File: src/rtl/led_pwm_pkg.sv
// led_pwm_pkg: shared register map, CTRL layout and byte-lane merge helper
// for the LED PWM Avalon-MM slave.
//   ADDR_*          word addresses of the register file
//   CTRL_*_BIT      bit positions inside CTRL
//   ctrl_t          packed CTRL register {invert, enable}
//   be_merge()      applies Avalon byte enables to a 32-bit register image
package led_pwm_pkg;

    localparam int ADDR_CTRL      = 0;
    localparam int ADDR_PERIOD    = 1;
    localparam int ADDR_STATUS    = 2;
    localparam int ADDR_IRQ_MASK  = 3;
    localparam int ADDR_DUTY_BASE = 8;

    localparam int CTRL_ENABLE_BIT = 0;
    localparam int CTRL_INVERT_BIT = 1;

    typedef struct packed {
        logic invert;
        logic enable;
    } ctrl_t;

    function automatic logic [31:0] be_merge(input logic [31:0] old_v,
                                             input logic [31:0] new_v,
                                             input logic [3:0]  be);
        logic [31:0] r;
        for (int b = 0; b < 4; b++)
            r[8*b +: 8] = be[b] ? new_v[8*b +: 8] : old_v[8*b +: 8];
        return r;
    endfunction

endpackage

File: src/rtl/led_pwm_avmm_slave_core.sv
// led_pwm_core: period counter, shadow-to-active transfer and per-channel
// duty comparators.
//   clk_i, rst_ni   clock, asynchronous active-low reset
//   ctrl_i          ENABLE / INVERT
//   period_i        shadow PERIOD
//   duty_i          shadow DUTY per channel
//   pwm_o           registered PWM outputs, INVERT applied
//   wrap_o          high in the cycle the counter wraps while enabled
module led_pwm_core
    import led_pwm_pkg::*;
#(
    parameter int NUM_CH = 18,
    parameter int CNT_W  = 16
) (
    input  logic                           clk_i,
    input  logic                           rst_ni,
    input  ctrl_t                          ctrl_i,
    input  logic [CNT_W-1:0]               period_i,
    input  logic [NUM_CH-1:0][CNT_W-1:0]   duty_i,
    output logic [NUM_CH-1:0]              pwm_o,
    output logic                           wrap_o
);

    logic [CNT_W-1:0]             cnt_q, cnt_d, period_act_q;
    logic [NUM_CH-1:0][CNT_W-1:0] duty_act_q;
    logic [NUM_CH-1:0]            pwm_raw_q, pwm_raw_d;
    logic                         load;

    // While disabled the active copies follow the shadows every cycle, so
    // enabling always begins a clean period with the latest values.
    always_comb begin
        wrap_o    = ctrl_i.enable && (cnt_q == period_act_q);
        load      = !ctrl_i.enable || wrap_o;
        cnt_d     = load ? '0 : cnt_q + CNT_W'(1);
        pwm_raw_d = '0;
        for (int i = 0; i < NUM_CH; i++)
            pwm_raw_d[i] = ctrl_i.enable && (cnt_q < duty_act_q[i]);
    end

    always_ff @(posedge clk_i or negedge rst_ni) begin
        if (!rst_ni) begin
            cnt_q        <= '0;
            period_act_q <= '0;
            duty_act_q   <= '0;
            pwm_raw_q    <= '0;
        end else begin
            cnt_q     <= cnt_d;
            pwm_raw_q <= pwm_raw_d;
            if (load) begin
                period_act_q <= period_i;
                duty_act_q   <= duty_i;
            end
        end
    end

    assign pwm_o = pwm_raw_q ^ {NUM_CH{ctrl_i.invert}};

endmodule

File: src/rtl/led_pwm_avmm_slave.sv
// led_pwm_avmm_slave: Avalon-MM PWM peripheral driving the board LEDs with
// double-buffered period/duty registers.
//   clk, reset_n                 clock, asynchronous active-low reset
//   avs_address/read/write       word address and strobes (zero wait states)
//   avs_writedata/byteenable     write data and byte lanes
//   avs_readdata/readdatavalid   read response, fixed latency 1
//   pwm_out                      LED drive, bit i = channel i
//   irq                          period-wrap interrupt
// Optional: define LED_PWM_IRQ_EN to build STATUS.WRAP, IRQ_MASK and irq;
// otherwise those registers read 0 and irq is tied low.
module led_pwm_avmm_slave
    import led_pwm_pkg::*;
#(
    parameter int NUM_CH = 18,
    parameter int CNT_W  = 16,
    parameter int ADDR_W = 5
) (
    input  logic              clk,
    input  logic              reset_n,
    input  logic [ADDR_W-1:0] avs_address,
    input  logic              avs_read,
    input  logic              avs_write,
    input  logic [31:0]       avs_writedata,
    input  logic [3:0]        avs_byteenable,
    output logic [31:0]       avs_readdata,
    output logic              avs_readdatavalid,
    output logic [NUM_CH-1:0] pwm_out,
    output logic              irq
);

    ctrl_t                        ctrl_q, ctrl_d;
    logic [CNT_W-1:0]             period_q, period_d;
    logic [NUM_CH-1:0][CNT_W-1:0] duty_q, duty_d;
    logic [31:0]                  rd_mux, readdata_q, readdata_d;
    logic                         readdatavalid_q;
    logic                         wrap;

`ifdef LED_PWM_IRQ_EN
    logic wrap_q, wrap_d, irq_mask_q, irq_mask_d, irq_q;
`endif

    function automatic logic is_addr(input logic [ADDR_W-1:0] addr, input int a);
        return addr == ADDR_W'(a);
    endfunction

    // Reads sample the shadow registers before this cycle's write lands, so a
    // simultaneous read and write returns pre-write data.
    always_comb begin
        ctrl_d   = ctrl_q;
        period_d = period_q;
        duty_d   = duty_q;
        rd_mux   = '0;
        if (avs_write && is_addr(avs_address, ADDR_CTRL))
            ctrl_d = ctrl_t'(2'(be_merge(32'(ctrl_q), avs_writedata, avs_byteenable)));
        if (avs_write && is_addr(avs_address, ADDR_PERIOD))
            period_d = CNT_W'(be_merge(32'(period_q), avs_writedata, avs_byteenable));
        if (is_addr(avs_address, ADDR_CTRL)) begin
            rd_mux[CTRL_ENABLE_BIT] = ctrl_q.enable;
            rd_mux[CTRL_INVERT_BIT] = ctrl_q.invert;
        end
        if (is_addr(avs_address, ADDR_PERIOD))
            rd_mux = 32'(period_q);
        for (int i = 0; i < NUM_CH; i++) begin
            if (is_addr(avs_address, ADDR_DUTY_BASE + i)) begin
                rd_mux = 32'(duty_q[i]);
                if (avs_write)
                    duty_d[i] = CNT_W'(be_merge(32'(duty_q[i]), avs_writedata, avs_byteenable));
            end
        end
`ifdef LED_PWM_IRQ_EN
        if (is_addr(avs_address, ADDR_STATUS))
            rd_mux = {31'b0, wrap_q};
        if (is_addr(avs_address, ADDR_IRQ_MASK))
            rd_mux = {31'b0, irq_mask_q};
`endif
        readdata_d = avs_read ? rd_mux : '0;
    end

    always_ff @(posedge clk or negedge reset_n) begin
        if (!reset_n) begin
            ctrl_q          <= '0;
            period_q        <= '0;
            duty_q          <= '0;
            readdata_q      <= '0;
            readdatavalid_q <= 1'b0;
        end else begin
            ctrl_q          <= ctrl_d;
            period_q        <= period_d;
            duty_q          <= duty_d;
            readdata_q      <= readdata_d;
            readdatavalid_q <= avs_read;
        end
    end

    assign avs_readdata      = readdata_q;
    assign avs_readdatavalid = readdatavalid_q;

    led_pwm_core #(
        .NUM_CH (NUM_CH),
        .CNT_W  (CNT_W)
    ) u_core (
        .clk_i    (clk),
        .rst_ni   (reset_n),
        .ctrl_i   (ctrl_q),
        .period_i (period_q),
        .duty_i   (duty_q),
        .pwm_o    (pwm_out),
        .wrap_o   (wrap)
    );

`ifdef LED_PWM_IRQ_EN
    // A wrap in the same cycle as a write-1-to-clear keeps WRAP set.
    always_comb begin
        irq_mask_d = irq_mask_q;
        wrap_d     = wrap_q;
        if (avs_write && avs_byteenable[0] && is_addr(avs_address, ADDR_IRQ_MASK))
            irq_mask_d = avs_writedata[0];
        if (avs_write && avs_byteenable[0] && avs_writedata[0] && is_addr(avs_address, ADDR_STATUS))
            wrap_d = 1'b0;
        if (wrap)
            wrap_d = 1'b1;
    end

    always_ff @(posedge clk or negedge reset_n) begin
        if (!reset_n) begin
            wrap_q     <= 1'b0;
            irq_mask_q <= 1'b0;
            irq_q      <= 1'b0;
        end else begin
            wrap_q     <= wrap_d;
            irq_mask_q <= irq_mask_d;
            irq_q      <= wrap_q & irq_mask_q;
        end
    end

    assign irq = irq_q;
`else
    logic unused_wrap;
    assign unused_wrap = wrap;
    assign irq         = 1'b0;
`endif

endmodule

File: config.mk
export PLATFORM = sky130hd
export DESIGN_NAME = led_pwm_avmm_slave
export DESIGN_NICKNAME = d
export VERILOG_FILES = /design/src/rtl/led_pwm_pkg.sv /design/src/rtl/led_pwm_avmm_slave_core.sv /design/src/rtl/led_pwm_avmm_slave.sv
export SDC_FILE = /design/constraint.sdc
export NUM_CORES = 1
export LEC_CHECK = 0
export ABC_AREA = 0
export CORE_AREA = 2 2 315 317
export CTS_CLUSTER_DIAMETER = 120
export CTS_CLUSTER_SIZE = 10
export DETAILED_ROUTE_END_ITERATION = 7
export DIE_AREA = 0 0 317 319
export GPL_ROUTABILITY_DRIVEN = 0
export SETUP_SLACK_MARGIN = 0.02
export SYNTH_ARGS = -nofsm -noshare
export SYNTH_HDL_FRONTEND = slang
export SYNTH_SLANG_ARGS = --single-unit
File: constraint.sdc
create_clock -name clk -period 2.7 [get_ports clk]
set_input_delay 0.54 -clock clk [delete_from_list [all_inputs] [get_ports clk]]
set_output_delay 0.54 -clock clk [all_outputs]
set_load 0.03 [all_outputs]
==> results_dict.tcl <==
set metrics [dict create \
    drive_gt1_frac 0.227 \
    crit_path_start "ctrl_q[1]" \
    cp.arrival_ns 2.10 \
    grt_setup_unrepaired "false" \
    synthFlopType "dfrtp_1" \
    gr-total-overflow 0 \
    period_needed_ns 2.64 \
    ys_types 75 \
    routedWlPerCell_um 24.1 \
    syn_area_um2 34000 \
    core_um2 97700 \
    critPathMaxFanout 11 \
    grt_pass1_vias 25672 \
    yosysWarnings 0 \
    clkPwrFrac 0.328 \
    synthTopCellsByCount "661 x dfrtp_1, 359 x nand2_1, 337 x mux2_2" \
    drtIter0Drc 2462 \
    grt_pass1_wl_um 172000 \
    final_area_um2 40800 \
    clk_path_buf_depth 3 \
    powerDensity_nw_per_um2 677 \
    dp_hpwl_um 85700 \
    via_per_inst 5.43 \
    multiInputGateArea_um2 15600 \
    regToRegEndpoint "u_core.duty_act_q[238]" \
    synth_top_cell_by_area "dfrtp_1" \
    combPwrFrac 0.220 \
    p_sw_frac 0.315 \
    fin_skew_ns 0.0311 \
    max_freq_ghz 0.379 \
    area_growth_pct 19.8 \
    post_cts_buffers 0 \
    synthDominantCellAreaShare 0.486 \
    irDropWorstVdd_mv 0.420 \
    die_y_um 319 \
    cts_buffers 76 \
    wl_um 116000 \
    maxCapViolations 0 \
    start_util 0.348 \
    h-tree-depth 3 \
    vias 26253 \
    seq_area_um2 16500 \
    finalPower_mw 27.6 \
    grtUsageTotal 0.230 \
    ff2ff_setup_slack_ns 0.12 \
    drc 0 \
    async_flop_share 1.00 \
    fin_hold_ws_ns 0.489 \
    intPower_mw 18.9 \
    p_leak_nw 19.6 \
    io_pins 97 \
    finalSetupViolCount 0 \
    synth-edff-count 0 \
    antenna_found_initial 5 \
    portBuffers 61 \
    clock-root-buffer "clkbuf_16" \
    cp-end-kind "output pin" \
    slew_viol_final 0 \
    dieWidth_um 317 \
    fp.dieArea_um2 101000 \
    relSlewSlack 0.479 \
    netlist_instances 3216 \
    reg2reg_from "u_core.cnt_q[1]" \
    final-instance-count-excl-fill 4831 \
    status "completed" \
    rows 115 \
    cts_tree "yes" \
    period_share 0.976 \
    placedCellCount 4743 \
    power_frac_seq 0.452 \
    clock_sink_count 661 \
    fill_cells 9308 \
    nNetsFinal 3851 \
    dr.pass1.iters 6 \
    worst_pin_slew_ns 0.775 \
    worst-setup-path-type "flip-flop to output pin" \
    place_area_um2 38800 \
    power_switching_mw 8.71 \
    ant_nets 0 \
    synth_seq_cells 661 \
    worstSetupStartpointType "flip-flop" \
    grt_max_degree 80 \
    path_clk_slew_ns 0.06 \
    worstRegToRegCells 9 \
    yosysSeqAreaShare 0.486 \
    syn_avg_cell_area_um2 10.6 \
    final_hold_viol_count 0 \
    tns_ns 0 \
    crit_required_ns 2.16 \
    insertion_delay_ns 0.65 \
    hold_path.class "primary input to async pin" \
    post-synth-top-count-cell "dfrtp_1" \
    yosys-top-cells-area "dfrtp_1 49%, mux2_2 11%, ha_1 10%" \
]
[per-stage QoR]
stage                     worst slack, ns   util
after detailed placement           -0.425  0.397
after global routing               0.0250  0.418
after floorplan                     0.359      -
final                              0.0648  0.418
after CTS                          0.0204  0.418
after global placement             -0.355  0.397
[repair_timing]
item,4_1_cts,5_1_grt
hold buffers,1,0
endpoints found under the setup margin,14,2
resized for setup,14,2
cloned,0,0
hold endpoints to repair,33,0
[how the worst max path moves through the flow]
stage	endpoint	cells after the start	slack [ns]
CTS	pwm_out[13]	3	0.02
floorplan	u_core.duty_act_q[240]	6	0.36
global route	pwm_out[14]	3	0.02
finish	pwm_out[16]	3	0.06
detailed placement	avs_readdata[2]	9	-0.42
global placement	avs_readdata[1]	8	-0.36
[cell type report]
type / instances / share of cell area
flip-flops and latches: 661 / 0.405
repair buffers: 398 / 0.0956
multi-input cells: 2103 / 0.383
inverters: 295 / 0.0271
clock buffers: 79 / 0.0474
well taps: 1287 / 0.0395
clock inverters: 6 / 0.00166
diodes: 2 / 0.000123
[state kept, by name, indices dropped and copies added, names as in the netlist]
signal / count
u_core.cnt_q: 16
u_core.period_act_q: 16
duty_q: 288
avs_readdata: 16
avs_readdatavalid: 1
period_q: 16
ctrl_q: 2
u_core.duty_act_q: 288
u_core.pwm_raw_q: 18
[layout by cell type, fill, tap and decap left out, types with 10 or more instances in the layout]
cell type and count:
a2111oi_0 11, a211oi_1 33, a21o_1 77, a21oi_1 104, a22oi_1 32, a31oi_1 10, and3_1 10, buf_12 62
buf_4 275, clkbuf_16 77, clkdlybuf4s50_1 41, conb_1 17, dfrtp_1 660, dlygate4sd2_1 14, ha_1 271, inv_1 294
mux2_2 337, mux2i_1 15, nand2_1 359, nand2b_1 35, nand3_1 24, nand4_1 47, nor2_1 78, nor2_2 28
nor2b_1 13, nor3_1 12, o21ai_0 336, o21ai_1 22, o221ai_1 18, o22ai_1 22, or3_1 14, xnor2_1 19
xor2_1 26
[logic make-up (layout without fill, tap and decap cells)]
| kind of cell | after synthesis | after routing | synth area share |
|---|---|---|---|
| simple gates | 660 | 660 | 0.0910 |
| buf+inv | 468 | 778 | 0.0571 |
| flops | 661 | 661 | 0.486 |
| other cells | 1 | 19 | 0.000110 |
| compound gates | 746 | 746 | 0.134 |
| mux | 364 | 364 | 0.121 |
| xor+xnor | 45 | 45 | 0.0116 |
| fa+ha+maj | 271 | 271 | 0.0996 |
[power groups by stage]
stage | logic, mW | registers, mW | clock network, mW
final | 6.08 | 12.5 | 9.06
after global placement | 6.00 | 12.6 | 0
after global routing | 6.69 | 12.6 | 9.56
after CTS | 6.11 | 12.4 | 9.18
after detailed placement | 6.10 | 12.6 | 0
after floorplan | 3.61 | 12.1 | 0
[layer usage]
metal  global-route usage  vias up  routed length (µm)
li1                     -    11868                   -
met1                0.324    13119               51900
met2                0.350     1033               51700
met3               0.0326      231                7270
met4                0.104        2                5570
met5                    0        -                  13
[critical path: stages, from the launching register on]
cell and delay, ns:
dfrtp_2 0.42, buf_12 0.18, xor2_1 0.17, clkdlybuf4s50_1 0.69
No activity file was read; power rests on OpenSTA's default activity.
